`src/rtl/scan_chain_loader_pkg.sv`:
```
// Shared definitions for the configuration scan-chain loader.
// Contents: FSM state encoding and width helpers for the bit and word counters.
// Optional readback feature: SCAN_READBACK_EN (no definitions depend on it here).
package scan_loader_pkg;

  typedef logic [1:0] state_t;

  localparam state_t IDLE      = 2'd0;
  localparam state_t WAIT_WORD = 2'd1;
  localparam state_t SHIFT     = 2'd2;
  localparam state_t DONE      = 2'd3;

  // Words per full load: ceil(chain_len / word_w)
  function automatic int unsigned num_words(input int unsigned chain_len,
                                            input int unsigned word_w);
    return (chain_len + word_w - 1) / word_w;
  endfunction

  // Bit-remaining counter must hold chain_len itself
  function automatic int unsigned bit_cnt_w(input int unsigned chain_len);
    return $clog2(chain_len + 1);
  endfunction

  // Word counter must hold num_words itself
  function automatic int unsigned word_cnt_w(input int unsigned chain_len,
                                             input int unsigned word_w);
    return $clog2(num_words(chain_len, word_w) + 1);
  endfunction

endpackage

```
`src/rtl/scan_chain_loader_if.sv`:
```
// Bus bundle between the configuration source and the scan-chain loader.
// Signals: start/abort pulses, cfg_data/cfg_valid/cfg_ready word handshake,
// scan_en/scan_in chain drive, busy/done status.
// With SCAN_READBACK_EN: scan_ret (chain tail), rd_data/rd_valid readback.
// master = configuration source side, slave = loader side.
interface scan_chain_loader_if #(
  parameter int unsigned WORD_WIDTH = 16
);
  logic                  start;
  logic                  abort;
  logic [WORD_WIDTH-1:0] cfg_data;
  logic                  cfg_valid;
  logic                  cfg_ready;
  logic                  scan_en;
  logic                  scan_in;
  logic                  busy;
  logic                  done;
`ifdef SCAN_READBACK_EN
  logic                  scan_ret;
  logic [WORD_WIDTH-1:0] rd_data;
  logic                  rd_valid;

  modport master (
    output start, abort, cfg_data, cfg_valid, scan_ret,
    input  cfg_ready, scan_en, scan_in, busy, done, rd_data, rd_valid
  );
  modport slave (
    input  start, abort, cfg_data, cfg_valid, scan_ret,
    output cfg_ready, scan_en, scan_in, busy, done, rd_data, rd_valid
  );
`else
  modport master (
    output start, abort, cfg_data, cfg_valid,
    input  cfg_ready, scan_en, scan_in, busy, done
  );
  modport slave (
    input  start, abort, cfg_data, cfg_valid,
    output cfg_ready, scan_en, scan_in, busy, done
  );
`endif
endinterface

```
`src/rtl/scan_chain_loader_piso.sv`:
```
// scan_piso: parallel-load shift register, shifts right (LSB out) with the
// serial input entering at the MSB. Load has priority over shift.
// Ports: clk, reset (async high), load_i/data_i parallel load,
// shift_i/sin_i serial shift, q_o register contents.
module scan_piso #(
  parameter int unsigned WIDTH = 16
) (
  input  logic             clk,
  input  logic             reset,
  input  logic             load_i,
  input  logic [WIDTH-1:0] data_i,
  input  logic             shift_i,
  input  logic             sin_i,
  output logic [WIDTH-1:0] q_o
);
  logic [WIDTH-1:0] sr_q, sr_d;

  // Next register value
  always_comb begin
    sr_d = sr_q;
    if (load_i) begin
      sr_d = data_i;
    end else if (shift_i) begin
      sr_d = (sr_q >> 1) | (WIDTH'(sin_i) << (WIDTH - 1));
    end
  end

  always_ff @(posedge clk or posedge reset) begin
    if (reset) begin
      sr_q <= '0;
    end else begin
      sr_q <= sr_d;
    end
  end

  assign q_o = sr_q;
endmodule

```
`src/rtl/scan_chain_loader.sv`:
```
// scan_chain_loader: serializes configuration words LSB-first onto the head of
// the configuration scan chain so that after a full load chain bit j holds
// word[j/WORD_WIDTH][j%WORD_WIDTH].
// Ports: clk, reset (async, active high), bus (slave modport of
// scan_chain_loader_if): start/abort, cfg_* handshake, scan_en/scan_in,
// busy/done. Optional macro SCAN_READBACK_EN adds scan_ret capture and
// rd_data/rd_valid readback of the previous chain contents.
module scan_chain_loader
  import scan_loader_pkg::*;
#(
  parameter int unsigned CHAIN_LENGTH = 64,
  parameter int unsigned WORD_WIDTH   = 16
) (
  input logic                clk,
  input logic                reset,
  scan_chain_loader_if.slave bus
);
  localparam int unsigned NUM_WORDS = num_words(CHAIN_LENGTH, WORD_WIDTH);
  localparam int unsigned BCW       = bit_cnt_w(CHAIN_LENGTH);
  localparam int unsigned WCW       = word_cnt_w(CHAIN_LENGTH, WORD_WIDTH);
  localparam int unsigned SCW       = $clog2(WORD_WIDTH + 1);

  state_t           state_q, state_d;
  logic [BCW-1:0]   bits_rem_q, bits_rem_d;
  logic [WCW-1:0]   word_cnt_q, word_cnt_d;
  logic [SCW-1:0]   shift_cnt_q, shift_cnt_d;
  logic             scan_en_q, scan_en_d;
  logic             scan_in_q, scan_in_d;
  logic             cfg_ready_q, cfg_ready_d;
  logic             busy_q, busy_d;
  logic             done_q, done_d;
  logic             tx_load, tx_shift;
  logic [SCW-1:0]   n_c;
  logic [WORD_WIDTH-1:0] tx_q;
  logic             unused_tx_hi;

  // Bits in the next word: a partial final word carries only what remains
  assign n_c = (32'(bits_rem_q) < WORD_WIDTH) ? SCW'(bits_rem_q) : SCW'(WORD_WIDTH);

  // Bit 0 goes straight to scan_in_q on acceptance, so the register holds
  // the word pre-shifted and its LSB is always the next bit to send.
  scan_piso #(.WIDTH(WORD_WIDTH)) u_tx_piso (
    .clk     (clk),
    .reset   (reset),
    .load_i  (tx_load),
    .data_i  (bus.cfg_data >> 1),
    .shift_i (tx_shift),
    .sin_i   (1'b0),
    .q_o     (tx_q)
  );
  assign unused_tx_hi = ^tx_q;

  // Next-state and registered-output logic
  always_comb begin
    state_d     = state_q;
    bits_rem_d  = bits_rem_q;
    word_cnt_d  = word_cnt_q;
    shift_cnt_d = shift_cnt_q;
    scan_en_d   = 1'b0;
    scan_in_d   = 1'b0;
    tx_load     = 1'b0;
    tx_shift    = 1'b0;

    case (state_q)
      IDLE: begin
        if (bus.start) begin
          state_d    = WAIT_WORD;
          word_cnt_d = '0;
          bits_rem_d = BCW'(CHAIN_LENGTH);
        end
      end
      WAIT_WORD: begin
        if (bus.cfg_valid && cfg_ready_q) begin
          tx_load     = 1'b1;
          shift_cnt_d = n_c;
          bits_rem_d  = bits_rem_q - BCW'(n_c);
          word_cnt_d  = word_cnt_q + WCW'(1);
          scan_en_d   = 1'b1;
          scan_in_d   = bus.cfg_data[0];
          state_d     = SHIFT;
        end
      end
      SHIFT: begin
        if (shift_cnt_q == SCW'(1)) begin
          state_d = (word_cnt_q == WCW'(NUM_WORDS)) ? DONE : WAIT_WORD;
        end else begin
          shift_cnt_d = shift_cnt_q - SCW'(1);
          scan_en_d   = 1'b1;
          scan_in_d   = tx_q[0];
          tx_shift    = 1'b1;
        end
      end
      DONE: begin
        state_d = IDLE;
      end
      default: begin
        state_d = IDLE;
      end
    endcase

    // Abort overrides everything, including a same-cycle start or handshake
    if (bus.abort) begin
      state_d   = IDLE;
      scan_en_d = 1'b0;
      scan_in_d = 1'b0;
      tx_load   = 1'b0;
      tx_shift  = 1'b0;
    end

    done_d      = (state_d == DONE);
    busy_d      = (state_d != IDLE);
    cfg_ready_d = (state_d == WAIT_WORD);
  end

  always_ff @(posedge clk or posedge reset) begin
    if (reset) begin
      state_q     <= IDLE;
      bits_rem_q  <= '0;
      word_cnt_q  <= '0;
      shift_cnt_q <= '0;
      scan_en_q   <= 1'b0;
      scan_in_q   <= 1'b0;
      cfg_ready_q <= 1'b0;
      busy_q      <= 1'b0;
      done_q      <= 1'b0;
    end else begin
      state_q     <= state_d;
      bits_rem_q  <= bits_rem_d;
      word_cnt_q  <= word_cnt_d;
      shift_cnt_q <= shift_cnt_d;
      scan_en_q   <= scan_en_d;
      scan_in_q   <= scan_in_d;
      cfg_ready_q <= cfg_ready_d;
      busy_q      <= busy_d;
      done_q      <= done_d;
    end
  end

  assign bus.scan_en   = scan_en_q;
  assign bus.scan_in   = scan_in_q;
  assign bus.cfg_ready = cfg_ready_q;
  assign bus.busy      = busy_q;
  assign bus.done      = done_q;

`ifdef SCAN_READBACK_EN
  logic [WORD_WIDTH-1:0] rb_q, rb_next_c, rd_data_q, rd_data_d;
  logic [SCW-1:0]        word_n_q, word_n_d;
  logic                  rd_valid_q, rd_valid_d;

  // Tail bits enter MSB-side on every shifting edge; abort clears the capture
  scan_piso #(.WIDTH(WORD_WIDTH)) u_rx_piso (
    .clk     (clk),
    .reset   (reset),
    .load_i  (bus.abort),
    .data_i  ('0),
    .shift_i (scan_en_q),
    .sin_i   (bus.scan_ret),
    .q_o     (rb_q)
  );

  // Capture value including the bit arriving on this edge
  assign rb_next_c = (rb_q >> 1) | (WORD_WIDTH'(bus.scan_ret) << (WORD_WIDTH - 1));

  // On the last bit of a word, right-justify the n captured bits
  always_comb begin
    word_n_d   = tx_load ? n_c : word_n_q;
    rd_valid_d = 1'b0;
    rd_data_d  = rd_data_q;
    if (bus.abort) begin
      rd_data_d = '0;
    end else if (state_q == SHIFT && shift_cnt_q == SCW'(1)) begin
      rd_valid_d = 1'b1;
      rd_data_d  = rb_next_c >> (SCW'(WORD_WIDTH) - word_n_q);
    end
  end

  always_ff @(posedge clk or posedge reset) begin
    if (reset) begin
      word_n_q   <= '0;
      rd_valid_q <= 1'b0;
      rd_data_q  <= '0;
    end else begin
      word_n_q   <= word_n_d;
      rd_valid_q <= rd_valid_d;
      rd_data_q  <= rd_data_d;
    end
  end

  assign bus.rd_data  = rd_data_q;
  assign bus.rd_valid = rd_valid_q;
`endif

endmodule

```
`src/flat_wrapper.sv`:
```
// flat-port wrapper written by rule: the top's interface ports become plain ports
module scan_chain_loader_flat import scan_loader_pkg::*;
#(
  parameter int unsigned CHAIN_LENGTH = 64,
  parameter int unsigned WORD_WIDTH   = 16
)
  (clk, reset, bus_start, bus_abort, bus_cfg_data, bus_cfg_valid, bus_cfg_ready, bus_scan_en, bus_scan_in, bus_busy, bus_done);
  scan_chain_loader_if #(.WORD_WIDTH(WORD_WIDTH)) bus_i ();
  input logic clk;
  input logic reset;
  input wire logic [$bits(bus_i.start)-1:0] bus_start;
  input wire logic [$bits(bus_i.abort)-1:0] bus_abort;
  input wire logic [$bits(bus_i.cfg_data)-1:0] bus_cfg_data;
  input wire logic [$bits(bus_i.cfg_valid)-1:0] bus_cfg_valid;
  output wire logic [$bits(bus_i.cfg_ready)-1:0] bus_cfg_ready;
  output wire logic [$bits(bus_i.scan_en)-1:0] bus_scan_en;
  output wire logic [$bits(bus_i.scan_in)-1:0] bus_scan_in;
  output wire logic [$bits(bus_i.busy)-1:0] bus_busy;
  output wire logic [$bits(bus_i.done)-1:0] bus_done;
  assign bus_i.start = bus_start;
  assign bus_i.abort = bus_abort;
  assign bus_i.cfg_data = bus_cfg_data;
  assign bus_i.cfg_valid = bus_cfg_valid;
  assign bus_cfg_ready = bus_i.cfg_ready;
  assign bus_scan_en = bus_i.scan_en;
  assign bus_scan_in = bus_i.scan_in;
  assign bus_busy = bus_i.busy;
  assign bus_done = bus_i.done;
  scan_chain_loader #(.CHAIN_LENGTH(CHAIN_LENGTH), .WORD_WIDTH(WORD_WIDTH)) u_core (.clk(clk), .reset(reset), .bus(bus_i));
endmodule
```
`config.mk`:
```
export PLATFORM = sky130hd
export DESIGN_NAME = scan_chain_loader_flat
export DESIGN_NICKNAME = d
export VERILOG_FILES = /design/src/rtl/scan_chain_loader_pkg.sv /design/src/rtl/scan_chain_loader_if.sv /design/src/rtl/scan_chain_loader_piso.sv /design/src/rtl/scan_chain_loader.sv /design/src/flat_wrapper.sv
export SDC_FILE = /design/constraint.sdc
export NUM_CORES = 1
export LEC_CHECK = 0
export ABC_AREA = 1
export BUFFER_PORTS_ARGS = -buffer_cell sky130_fd_sc_hd__buf_2
export CAP_MARGIN = 20
export CORE_ASPECT_RATIO = 1.2
export CORE_MARGIN = 5
export CORE_UTILIZATION = 47
export DETAILED_ROUTE_END_ITERATION = 7
export PLACE_DENSITY = 0.75
export RECOVER_POWER = 100
export SYNTH_ARGS = -nofsm -noshare
export SYNTH_HDL_FRONTEND = slang
export SYNTH_HIERARCHICAL = 1
export SYNTH_SLANG_ARGS = --single-unit
export TNS_END_PERCENT = 10
```
`constraint.sdc`:
```
create_clock -name clk -period 1.8 [get_ports clk]
set_input_delay 0.18 -clock clk [delete_from_list [all_inputs] [get_ports clk]]
set_output_delay 0.18 -clock clk [all_outputs]
set_load 0.02 [all_outputs]
```
# --- Word-level counts from Yosys, hierarchy flattened ---
# Index checks and enable logic that the tools add are counted.
classes:
  mux: 30
  magnitude_cmp: 1
  addsub: 3
  eq_ne: 10
  n_reduce_logical: 8
ops:
  columns: ["cell", "n"]
  rows:
  - ["$mux 16", 2]
  - ["$mux 5", 3]
  - ["$mux 7", 2]
  - ["$pmux 7 s2", 1]
  - ["$mux 1", 10]
  - ["$mux 2", 5]
  - ["$pmux 5 s2", 1]
  - ["$pmux 2 s4", 1]
  - ["$reduce_bool 2->1", 4]
  - ["$lt 7x5->1 const B", 1]
  - ["$sub 7x5->7", 1]
  - ["$eq 2x2->1 const B", 3]
  - ["$mux 3", 2]
  - ["$pmux 3 s2", 1]
  - ["$reduce_and 3->1", 2]
  - ["$eq 5x1->1 const B", 1]
  - ["$sub 5x1->5 const B", 1]
  - ["$eq 2x1->1 const B", 2]
  - ["$ne 2x2->1 const B", 2]
  - ["$pmux 1 s2", 2]
  - ["$add 3x1->3 const B", 1]
  - ["$eq 3x3->1 const B", 1]
  - ["$logic_not 2->1", 1]
  - ["$ne 2x1->1 const B", 1]
  - ["$logic_and 1x1->1", 1]
word_totals:
  word_cells: 62
  register_bits: 38

# --- Depth between registers and ports, before layout ---
# Gate-level depths: netlist of run 1.
logic_depth:
  word_depth: 6
  ltp_mapped: 12
  depth_no_buf: 10

# --- Cells and area by module ---
# Netlist of run 1, hierarchy kept.
modules_own_cells:
  columns: ["mod", "n_inst", "area_each_um2", "cells_per_inst"]
  rows:
  - ["scan_chain_loader", 1, 1282.5, 160]
  - ["scan_piso", 1, 765.7, 89]

# --- Worst setup path before layout of run 1 ---
# No wires, ideal clock.
synth_path:
  kind: "reg-to-reg"
  startpoint: "reg u_core.state_q[1]"
  endpoint: "reg u_core.u_tx_piso.sr_q[10], in the netlist u_core/u_tx_piso/q_o[10]"
  setup_ns: 0.124
  required_ns: 1.676
  period_less_slack_ns: 1.566
  path_slack_ns: 0.234
  arrival_ns: 1.442
  path_buffers: 2
  stages_incl_launch_ff: 10
  cell_sequence: "dfrtp_1 -> inv_1 -> ha_1 -> nand2_2 -> nor2_1 -> buf_6 -> inv_2 -> buf_6 -> nand3_1 -> nand3_1"
synth_between:
  elab_chain_cells: 4
  elab_cells_between_ends: 8
  classes_between: "2 x eq/ne; 5 x mux; 1 x reduce/logical"
synth_rtl:
  columns: ["element", "line_no", "text"]
  rows:
  - ["start, declared", "scan_chain_loader.sv:23", "state_t state_q, state_d;"]
  - ["start signal, assigned", "scan_chain_loader.sv:127", "state_q <= state_d;"]
  - ["$eq 2x1->1 *", "scan_chain_loader.sv:64", "case (state_q)"]
  - ["$mux 1 *", "scan_chain_loader.sv:64", null]
  - ["$mux 1 *", "scan_chain_loader.sv:102", "if (bus.abort) begin"]
  - ["named net u_core.tx_load", "scan_chain_loader.sv:32", "logic tx_load, tx_shift;"]
  - ["$mux 16 or $reduce_bool 2->1 (tied branches)", null, null]
  - ["end signal, assigned", "scan_chain_loader_piso.sv:32", "sr_q <= sr_d;"]
  - ["end, declared", "scan_chain_loader_piso.sv:16", "logic [WIDTH-1:0] sr_q, sr_d;"]
# The timed path passes the listed nets; every way through them passes the cells marked *.
# A chain may end at the register's enable or synchronous reset.

# --- Final worst setup path of run 1 ---
layout_path:
  startpoint: "reg u_core.state_q[0]"
  endpoint: "reg u_core.bits_rem_q[6]"
layout_between:
  elab_chain_cells: 3
  elab_cells_between_ends: 7
  classes_between: "3 x eq/ne; 1 x mux; 3 x reduce/logical"
layout_rtl:
  columns: ["element", "line_no", "text"]
  rows:
  - ["$eq 2x1->1 or $logic_not 2->1 (tied branches)", "scan_chain_loader.sv:64", null]
  - ["$ne 2x1->1 (no source line), or another cell as far along", null, null]
  - ["$reduce_and 3->1 (no source line)", null, null]
  - ["end signal, assigned", "scan_chain_loader.sv:128", "bits_rem_q <= bits_rem_d;"]
  - ["end, declared", "scan_chain_loader.sv:24", "logic [BCW-1:0] bits_rem_q, bits_rem_d;"]
# Parallel ways exist; a longest one is shown, timed or not.

==> results of run 1 <==
-- layout by cell type (no fill, tap or decap), types with 4 or more instances in the layout --
cell and n:
clkbuf_8 6, nand2_2 5, nor2_1 8, a21oi_1 5, buf_2 20, inv_2 4
dfrtp_1 38, nor2_2 4, o21ai_1 7, clkbuf_1 7, ha_1 9, inv_1 27
nand3_1 52, conb_1 4, buf_4 7, nand2_1 59, o21ai_0 10
-- stage by stage --
step	util, %	setup slack [ps]
finish	56.15	169.4
global route	56.15	20.71
global placement	53.76	-132.6
CTS	56.21	17.70
detailed placement	53.76	-199.4
floorplan	-	233.7
-- path summary, 6_finish.rpt --
kind,to,startpoint,slack (ps),cells after the start
worst max-delay path,u_core/bits_rem_q[6]$_DFFE_PP0P_,u_core/state_q[0]$_DFF_PP0_,170,11
worst min-delay path,u_core/u_tx_piso/q_o[4]$_DFFE_PP0P_,bus_cfg_data[5],100,3
worst max register to register,u_core/bits_rem_q[6]$_DFFE_PP0P_,u_core/state_q[0]$_DFF_PP0_,170,11
worst min register to register,u_core/u_tx_piso/q_o[14]$_DFFE_PP0P_,u_core/u_tx_piso/q_o[14]$_DFFE_PP0P_,490,2
max in group asynchronous,u_core/state_q[0]$_DFF_PP0_,reset,870,4
min in group asynchronous,u_core/u_tx_piso/q_o[8]$_DFFE_PP0P_,reset,510,3
-- routing by layer --
metal / GRT usage [%] / vias to the layer above / routed length, um
met5: 0 / - / 0
met4: 6.322 / 0 / 51
met3: 3.269 / 4 / 158
met2: 27.15 / 32 / 2015
met1: 17.09 / 784 / 1711
li1: - / 876 / -
-- logic make-up after synthesis --
kind of cell | count (synthesis) | share of synthesized area (%)
AO/OA/AOI/OAI | 27 | 7.208
XOR/XNOR | 4 | 1.711
adder cells (fa/ha/maj) | 9 | 5.498
buffers and inverters | 37 | 8.734
flip-flops | 38 | 46.43
other | 2 | 0.3667
AND/OR/NAND/NOR | 132 | 30.05
-- report_power, final --
part           total (mW)  internal [mW]  switching (mW)  leakage (nW)
Combinational        1.43          0.530           0.895         0.658
Clock               0.593          0.309           0.284        0.0482
Sequential           1.32           1.14           0.176         0.504
-- synth_stat cells, drive strengths merged (2+ instances only) --
cell	count	area, um2
o21ai	18	93.84
xnor2	2	17.52
o22ai	2	12.51
dfrtp	38	950.9
nand2	64	257.7
inv	30	112.6
a21oi	6	33.78
conb	2	7.510
nand3	52	260.3
xor2	2	17.52
buf	6	57.54
nor2	15	90.08
ha	9	112.6
-- flip-flops by register name (all words and copies together) (netlist names) --
register,flops
u_core/bus.scan_en,1
u_core/bits_rem_q,7
u_core/shift_cnt_q,5
u_core/word_cnt_q,3
u_core/bus.done,1
u_core/state_q,2
u_core/bus.cfg_ready,1
u_core/bus.scan_in,1
u_core/bus.busy,1
u_core/u_tx_piso/q_o,16
-- cell type report --
type / count / area [um2] / share of cell area, %
clock buffer: 7 / 86.33 / 3.635
tap: 56 / 70.07 / 2.950
sequential: 38 / 950.9 / 40.04
clock inverter: 1 / 5.005 / 0.2107
timing repair buffer: 37 / 217.7 / 9.168
inverter: 31 / 116.4 / 4.900
multi-input combinational: 176 / 928.4 / 39.09
-- repair_timing --
item / CTS / global route
pin swaps: 0 / 1
hold buffers: 1 / 0
endpoints found under the hold margin: 38 / 0
cloned: 0 / 0
setup buffers: 0 / 2
gates resized for setup: 1 / 1
setup endpoints to repair: 16 / 16
-- worst max-delay path: stages, from the launching register on --
cell	delay, ps
dfrtp_1	380
clkbuf_4	140
ha_1	210
buf_4	160
inv_2	60
nand2_1	60
nand2_2	70
nand2_2	140
nor2_4	120
nand2_1	50
nand2_1	50
nand3_1	60
==> metrics.md, run 1 <==
| Metric | Value |
|---|---|
| Fmax | 613.3 MHz |
| Fin cells | 346 |
| Die Ht | 82.32 um |
| I/O Pins | 26 |
| Most used DFF post-synth | dfrtp_1 |
| EDFF count, synth | 0 |
| Worst-skew pair later-pin latency | 290 ps |
| Critical Path Start Type | flip-flop |
| First-pass GRT wire length | 6851 um |
| Row cnt | 26 |
| H-tree depth | 2 |
| Power per standard cell area | 1406 nW/um2 |
| Number of nets with antenna violations after routing | 0 |
| Critical Path End Type | flip-flop |
| Design area | 2375 um2 |
| Status | finished clean |
| Max VDD drop | 0.7346 mV |
| Final Wtd Congestion | 0.8222 |
| Worst Tran Pin Value | 601.3 ps |
| Power consumption | 3.338 mW |
| Max-Cap Viols | 0 |
| Path type of the worst setup path | flip-flop to flip-flop |
| Placed cell count | 335 |
| FFs w/ async S/R, synth | 100.0% |
| Die width | 70.26 um |
| Worst slew margin | 59.87% |
| Iter 0 DRT Violations | 87 |
| Hold WS | 99.78 ps |
| CTS tree | yes |
| Final period utilization | 90.59% |
| Fin crit period | 1631 ps |
| CTS sink cnt | 38 |
| Leakage | 1.210 nW |
| Initial Utilization | 48.43% |
| CTS root buf | clkbuf_8 |
| Hpwl dp | 2975 um |
| Core area | 4229 um2 |
| Placed Area | 2273 um2 |
| Clk_skew | 6.301 ps |
| # DRC | 0 |
| Ys Warns | 6 |
| WL/cell | 11.38 um |
| Sequential-to-total area share from yosys stat | 46.43% |
| Fillers | 415 |
| Fin. Hold Viols | 0 |
| Number of port buffers | 25 |
| Vias | 1696 |
| Synth Cell Area | 2048 um2 |
| Number of synthesized register bits | 38 |
| Critical Path Fanout Max | 9 |
| Post-Synthesis Cells | 249 |
| Crit path DAT | 1800 ps |
| Clock Path Buffers | 2 |
| DR vias/cell | 4.902 |
| RSZ-0062 raised after global routing | false |
| # setup viols final | 0 |
| Antenna Cells | 0 |
| Tot GR Track Use | 14.96% |
| Avg Inst Size Synth | 8.226 um2 |
| Post-route setup TNS | 0 ps |
| Die ar. | 5783 um2 |
| Worst-path clk slew | 70 ps |
| # nets final | 319 |
| Hold Crit Class | input port to flip-flop |
| Count of cell types in the netlist | 28 |
| Largest net degree at the start of global routing | 23 |
| Post-Route WL | 3937 um |
| Area delta synth->final | 15.94% |
| Total gr overflow | 0 |
| Initial antenna violation count | 0 |
| First-pass DRT Iterations | 4 |
| Vias in the first global route | 1558 |
| Layout cells sized above 1 | 18.97% |
| Num CTS Buffers | 5 |
| WP data required | 1970 ps |
| Final slew viol count | 0 |
No activity file was read; power rests on OpenSTA's default activity.
==> run 2: changes to the inputs <==
- CTS_BUF_LIST: not set -> sky130_fd_sc_hd__clkbuf_4
==> run 2 against run 1 <==
Die area unchanged. Clock-buffer cell count down 1. Via count down 0.12%. Largest cell class unchanged. Setup slack worse by 7.9 ps. Register-to-register slack about the same. Core utilization down 0.83 points. Maximum frequency down 0.48%. Combinational power about the same. Clock power down 27%.
==> metrics.md, run 2 (synthesis gave the netlist of run 1 again) <==
| Metric | Value |
|---|---|
| Max VDD drop | 0.9085 mV |
| Worst Tran Pin Value | 1144 ps |
| Final slew viol count | 0 |
| Fin crit period | 1638 ps |
| RR Startpoint | u_core/state_q[1]$_DFF_PP0_ |
| Worst slew margin | 23.71% |
| WL/cell | 11.41 um |
| Die Ht | 82.32 um |
| Iter 0 DRT Violations | 70 |
| DR vias/cell | 4.896 |
| Comb pwr share | 45.1% |
| # setup viols final | 0 |
| Critical Path Start Type | flip-flop |
| I/O Pins | 26 |
| Core area | 4229 um2 |
| CTS root buf | clkbuf_4 |
| Row cnt | 26 |
| Power per standard cell area | 1360 nW/um2 |
| Reg power frac | 41.4% |
| Vias in the first global route | 1564 |
| Hold path cells | 3 |
| HP Start | bus_cfg_data[5] |
| Critical Path End Type | flip-flop |
| Clk_skew | 10.64 ps |
| CTS tree | yes |
| Die width | 70.26 um |
| Die ar. | 5783 um2 |
| Number of port buffers | 25 |
| Worst Hold Path EP | u_core/u_tx_piso/q_o[4]$_DFFE_PP0P_ |
| Worst-path clk slew | 110 ps |
| Fin. Hold Viols | 0 |
| H-tree depth | 2 |
| Max-Cap Viols | 0 |
| RR Endpoint | u_core/u_tx_piso/q_o[10]$_DFFE_PP0P_ |
| Hpwl dp | 2975 um |
| Largest register FFs | 16 |
| RSZ-0062 raised after global routing | false |
| Vias | 1694 |
| Sw Share | 42.18% |
| Post-Route WL | 3948 um |
| Placed Area | 2273 um2 |
| Antenna Cells | 0 |
| Most common cell after layout, fill and taps aside | nand2_1 |
| Hold Crit Class | input port to flip-flop |
| Area delta synth->final | 14.23% |
| Tot GR Track Use | 15.12% |
| Power consumption | 3.182 mW |
| Int Pwr | 1.839 mW |
| # nets final | 319 |
| Flop-to-flop setup slack | 160 ps |
| # DRC | 0 |
| Leakage | 1.195 nW |
| Worst r2r path cells | 8 |
| Design area | 2340 um2 |
| Commonest non-fill, non-tap cells in the layout | 59 x nand2_1, 52 x nand3_1, 38 x dfrtp_1 |
| CTS sink cnt | 38 |
| Crit path DAT | 1870 ps |
| Final period utilization | 91.02% |
| First-pass DRT Iterations | 4 |
| Layout cells sized above 1 | 18.97% |
| WP data required | 2030 ps |
| Num CTS Buffers | 5 |
| Final Wtd Congestion | 0.8222 |
| Number of nets with antenna violations after routing | 0 |
| Clock Path Buffers | 2 |
| Path type of the worst setup path | flip-flop to flip-flop |
| First-pass GRT wire length | 6844 um |
| Initial Utilization | 48.43% |
| Fmax | 610.3 MHz |
| Largest net degree at the start of global routing | 23 |
| NetSw | 1.342 mW |
| Clk pwr share | 13.5% |
| Critical Path Fanout Max | 18 |
| Status | finished clean |
| Initial antenna violation count | 0 |
| Worst-skew pair later-pin latency | 340 ps |
| Total gr overflow | 0 |
==> run 2: stage by stage <==
stage          instances  setup WS [ps]  hold slack, ps  setup TNS [ps]  util [%]
2_1_floorplan        251          233.7           93.74               0         -
3_3_place_gp         335         -132.6           238.6           -1287     53.76
3_5_place_dp         335         -199.4           246.9           -2185     53.76
4_1_cts              344          4.902           21.75               0     55.33
5_1_grt              346          25.23           21.61               0     55.33
6_report             346          161.6           39.80               0     55.33
==> run 2: power groups by stage <==
| stage | Clock (mW) | Sequential [mW] | Combinational, mW |
|---|---|---|---|
| after CTS | 0.451 | 1.32 | 1.47 |
| after global placement | 0 | 1.32 | 1.41 |
| after detailed placement | 0 | 1.33 | 1.46 |
| final | 0.430 | 1.32 | 1.44 |
| after floorplan | 0 | 1.33 | 1.09 |
| after global routing | 0.490 | 1.35 | 1.65 |
==> run 2: worst max-delay path: stages, from the launching register on <==
cell and delay (ps):
dfrtp_1 410, inv_1 130, ha_1 200, nand2_2 100, nor2_1 200, buf_12 190, inv_2 130, nand3_1 100
nand3_1 70
==> run 2: worst max path at each step <==
stage	from	endpoint	slack, ps	cells past startpoint
floorplan	u_core/state_q[1]$_DFF_PP0_	u_core/u_tx_piso/q_o[10]$_DFFE_PP0P_	230	9
global placement	u_core/shift_cnt_q[0]$_DFFE_PP0P_	u_core/u_tx_piso/q_o[7]$_DFFE_PP0P_	-130	9
detailed placement	u_core/shift_cnt_q[0]$_DFFE_PP0P_	u_core/u_tx_piso/q_o[9]$_DFFE_PP0P_	-200	9
CTS	u_core/shift_cnt_q[0]$_DFFE_PP0P_	u_core/u_tx_piso/q_o[9]$_DFFE_PP0P_	5	9
global route	u_core/state_q[1]$_DFF_PP0_	u_core/bits_rem_q[1]$_DFFE_PP0P_	30	9
finish	u_core/state_q[1]$_DFF_PP0_	u_core/u_tx_piso/q_o[10]$_DFFE_PP0P_	160	8
==> run 2: area by class of cell <==
| cell class | count | area (um2) |
|---|---|---|
| clock buffer | 6 | 45.04 |
| clock inverter | 2 | 8.758 |
| fill | 426 | 1889 |
| inverter | 31 | 116.4 |
| multi-input combinational | 176 | 928.4 |
| sequential | 38 | 950.9 |
| tap | 56 | 70.07 |
| timing repair buffer | 37 | 220.2 |
==> run 2: timing repair <==
item	in CTS	in global routing
endpoints found under the setup margin	16	16
hold buffers	1	0
setup buffers	0	2
endpoints found under the hold margin	38	0
pin swaps	0	1
resized for setup	1	1
cloned	0	0
==> run 2: metal layers <==
| layer | wire [um] | vias up | GRT usage (%) |
|---|---|---|---|
| met5 | 0 | - | 0 |
| met4 | 72 | 0 | 6.897 |
| met1 | 1749 | 782 | 17.09 |
| li1 | - | 879 | - |
| met2 | 1975 | 28 | 27.15 |
| met3 | 150 | 5 | 3.632 |
==> run 3: changes to the inputs <==
- PLACE_DENSITY: 0.75 -> 0.77
- clock period: 1.8 -> 1.5 ns (I/O delays scaled with it)
==> run 3 against run 2 <==
The flow now finishes with violations (negative setup slack). Maximum frequency up 9.1%. Global-route usage up 1.9 points. Core utilization up 5.6 points. Die area unchanged. Register-to-register slack worse by 160 ps. Sequential power up 22%. Combinational power up 52%. Final cell count up 2.3%. Non-clock buffer count up 8. Via count up 5.5%. Critical endpoint is now u_core/u_tx_piso/q_o[6]$_DFFE_PP0P_.
==> metrics.md, run 3 (synthesis gave the netlist of run 1 again) <==
| Metric | Value |
|---|---|
| Status | finished with violations |
| Failing checks | negative setup slack |
| Int Pwr | 2.429 mW |
| Crit path DAT | 1780 ps |
| CTS tree | yes |
| Worst Tran Pin Value | 630.3 ps |
| Clock Path Buffers | 2 |
| Post-Route WL | 4586 um |
| # setup viols final | 1 |
| WL/cell | 12.95 um |
| Commonest non-fill, non-tap cells in the layout | 52 x nand2_1, 45 x nand3_1, 38 x dfrtp_1 |
| Sw Share | 43.19% |
| WP data required | 1780 ps |
| Flop-to-flop setup slack | -1 ps |
| Number of nets with antenna violations after routing | 0 |
| Fin. Hold Viols | 0 |
| Post-route setup TNS | -1.194 ps |
| Max-Cap Viols | 0 |
| Largest net degree at the start of global routing | 23 |
| Critical Path End Type | flip-flop |
| Worst slew margin | 57.93% |
| First-pass GRT wire length | 7769 um |
| Core area | 4229 um2 |
| Leakage | 1.278 nW |
| CTS sink cnt | 38 |
| H-tree depth | 2 |
| Worst-path cell chain | inv_2 -> ha_4 -> inv_2 -> nor2_4 -> nand2_2 -> nand2_4 -> nor2_4 -> buf_6 -> nor2_4 -> nand2_1 -> nand3_1 |
| Iter 0 DRT Violations | 82 |
| Hpwl dp | 3315 um |
| Initial Utilization | 48.43% |
| Placed cell count | 341 |
| Tot GR Track Use | 17.04% |
| Number of port buffers | 25 |
| Die Ht | 82.32 um |
| Fin crit period | 1501 ps |
| Buf/Inv on CP | 3 |
| Critical Path Start Type | flip-flop |
| Max VDD drop | 0.8252 mV |
| Power per standard cell area | 1660 nW/um2 |
| Comb pwr share | 51.3% |
| Crit-path slowest cell | dfrtp_1 |
| Critical Path Fanout Max | 8 |
| Total gr overflow | 0 |
| Vias in the first global route | 1796 |
| Die ar. | 5783 um2 |
| Initial antenna violation count | 0 |
| Fillers | 383 |
| NetSw | 1.846 mW |
| Most common cell after layout, fill and taps aside | nand2_1 |
| Vias | 1788 |
| Path type of the worst setup path | flip-flop to flip-flop |
| # nets final | 329 |
| Num CTS Buffers | 5 |
| DR vias/cell | 5.051 |
| Reg power frac | 37.6% |
| First-pass DRT Iterations | 4 |
| Slowest Stage Delay on Critical Path | 390 ps |
| RSZ-0062 raised after global routing | true |
| CTS root buf | clkbuf_4 |
| Layout cells sized above 1 | 30.54% |
| Largest register FFs | 16 |
| Antenna Cells | 0 |
| Crit path max-delay family | simple AND/OR/NAND/NOR gates |
| Fin cells | 354 |
| CP most frequent cell | nor2_4 |
| Final worst slack | -1.194 ps |
| I/O Pins | 26 |
| Die width | 70.26 um |
| Area delta synth->final | 25.72% |
| Final period utilization | 100.1% |
| Row cnt | 26 |
| # DRC | 0 |
| Worst-skew pair later-pin latency | 340 ps |
| Final slew viol count | 0 |
| Worst-path clk slew | 110 ps |
| Clk pwr share | 11.1% |
| Hold Crit Class | input port to flip-flop |
| Fmax | 666.1 MHz |
| Clk_skew | 7.265 ps |
| Final Wtd Congestion | 0.7808 |
## run 3: through the flow
| stage | setup WS [ps] | instance area, um2 | hold WS [ps] | power [mW] | utilization, % |
|---|---|---|---|---|---|
| after floorplan | 24.39 | 2071 | 63.74 | 2.938 | - |
| after global placement | -17.94 | 2346 | 208.8 | 3.381 | 55.47 |
| after detailed placement | -52.59 | 2346 | 214.7 | 3.461 | 55.47 |
| after CTS | -20.87 | 2457 | 9.263 | 4.013 | 58.11 |
| after global routing | -68.27 | 2575 | 8.603 | 4.644 | 60.89 |
| final | -1.194 | 2575 | 11.83 | 4.275 | 60.89 |
## run 3: layout make-up
| type | instances | area (um2) | share of cell area [%] |
|---|---|---|---|
| Multi-Input combinational cell | 178 | 1082 | 42.03 |
| Sequential cell | 38 | 950.9 | 36.93 |
| Timing Repair Buffer | 45 | 309.0 | 12.00 |
| Inverter | 31 | 121.4 | 4.713 |
| Tap cell | 56 | 70.07 | 2.721 |
| Clock buffer | 5 | 37.54 | 1.458 |
| Clock inverter | 1 | 3.754 | 0.1458 |
## run 3: repair_timing
| item | CTS | global route |
|---|---|---|
| cloned | 1 | 1 |
| endpoints found under the hold margin | 38 | 0 |
| setup buffers | 2 | 3 |
| setup endpoints to repair | 26 | 35 |
| pin swaps | 8 | 20 |
| hold buffers | 1 | 0 |
| gates resized for setup | 16 | 23 |
## run 3: worst paths after layout
kind,from,endpoint,cells past startpoint
max,u_core/shift_cnt_q[1]$_DFFE_PP0P_,u_core/u_tx_piso/q_o[6]$_DFFE_PP0P_,11
min,bus_cfg_data[8],u_core/u_tx_piso/q_o[7]$_DFFE_PP0P_,3
max reg2reg,u_core/shift_cnt_q[1]$_DFFE_PP0P_,u_core/u_tx_piso/q_o[6]$_DFFE_PP0P_,11
min reg2reg,u_core/u_tx_piso/q_o[11]$_DFFE_PP0P_,u_core/u_tx_piso/q_o[11]$_DFFE_PP0P_,2
max in group asynchronous,reset,u_core/state_q[0]$_DFF_PP0_,4
min in group asynchronous,reset,u_core/u_tx_piso/q_o[1]$_DFFE_PP0P_,3
## run 3: power groups by stage
| stage | clock network [mW] | logic, mW | registers, mW |
|---|---|---|---|
| 2_1_floorplan | 0 | 1.33 | 1.60 |
| 3_3_place_gp | 0 | 1.79 | 1.60 |
| 3_5_place_dp | 0 | 1.85 | 1.61 |
| 4_1_cts | 0.487 | 1.93 | 1.59 |
| 5_1_grt | 0.541 | 2.45 | 1.65 |
| 6_report | 0.473 | 2.19 | 1.61 |
## run 3: routing by layer
layer / vias to the layer above / global-route usage (%) / wire length [um]
met1: 840 / 18.35 / 1777
met4: 0 / 6.897 / 72
met5: - / 0 / 0
li1: 900 / - / -
met2: 42 / 31.93 / 2522
met3: 6 / 4.358 / 214
## run 3: worst register-to-register path, cell delays in order, from the launching register on
cell and delay (ps):
dfrtp_1 390, inv_2 70, ha_4 120, inv_2 40, nor2_4 100, nand2_2 80
nand2_4 80, nor2_4 50, buf_6 120, nor2_4 220, nand2_1 100, nand3_1 80
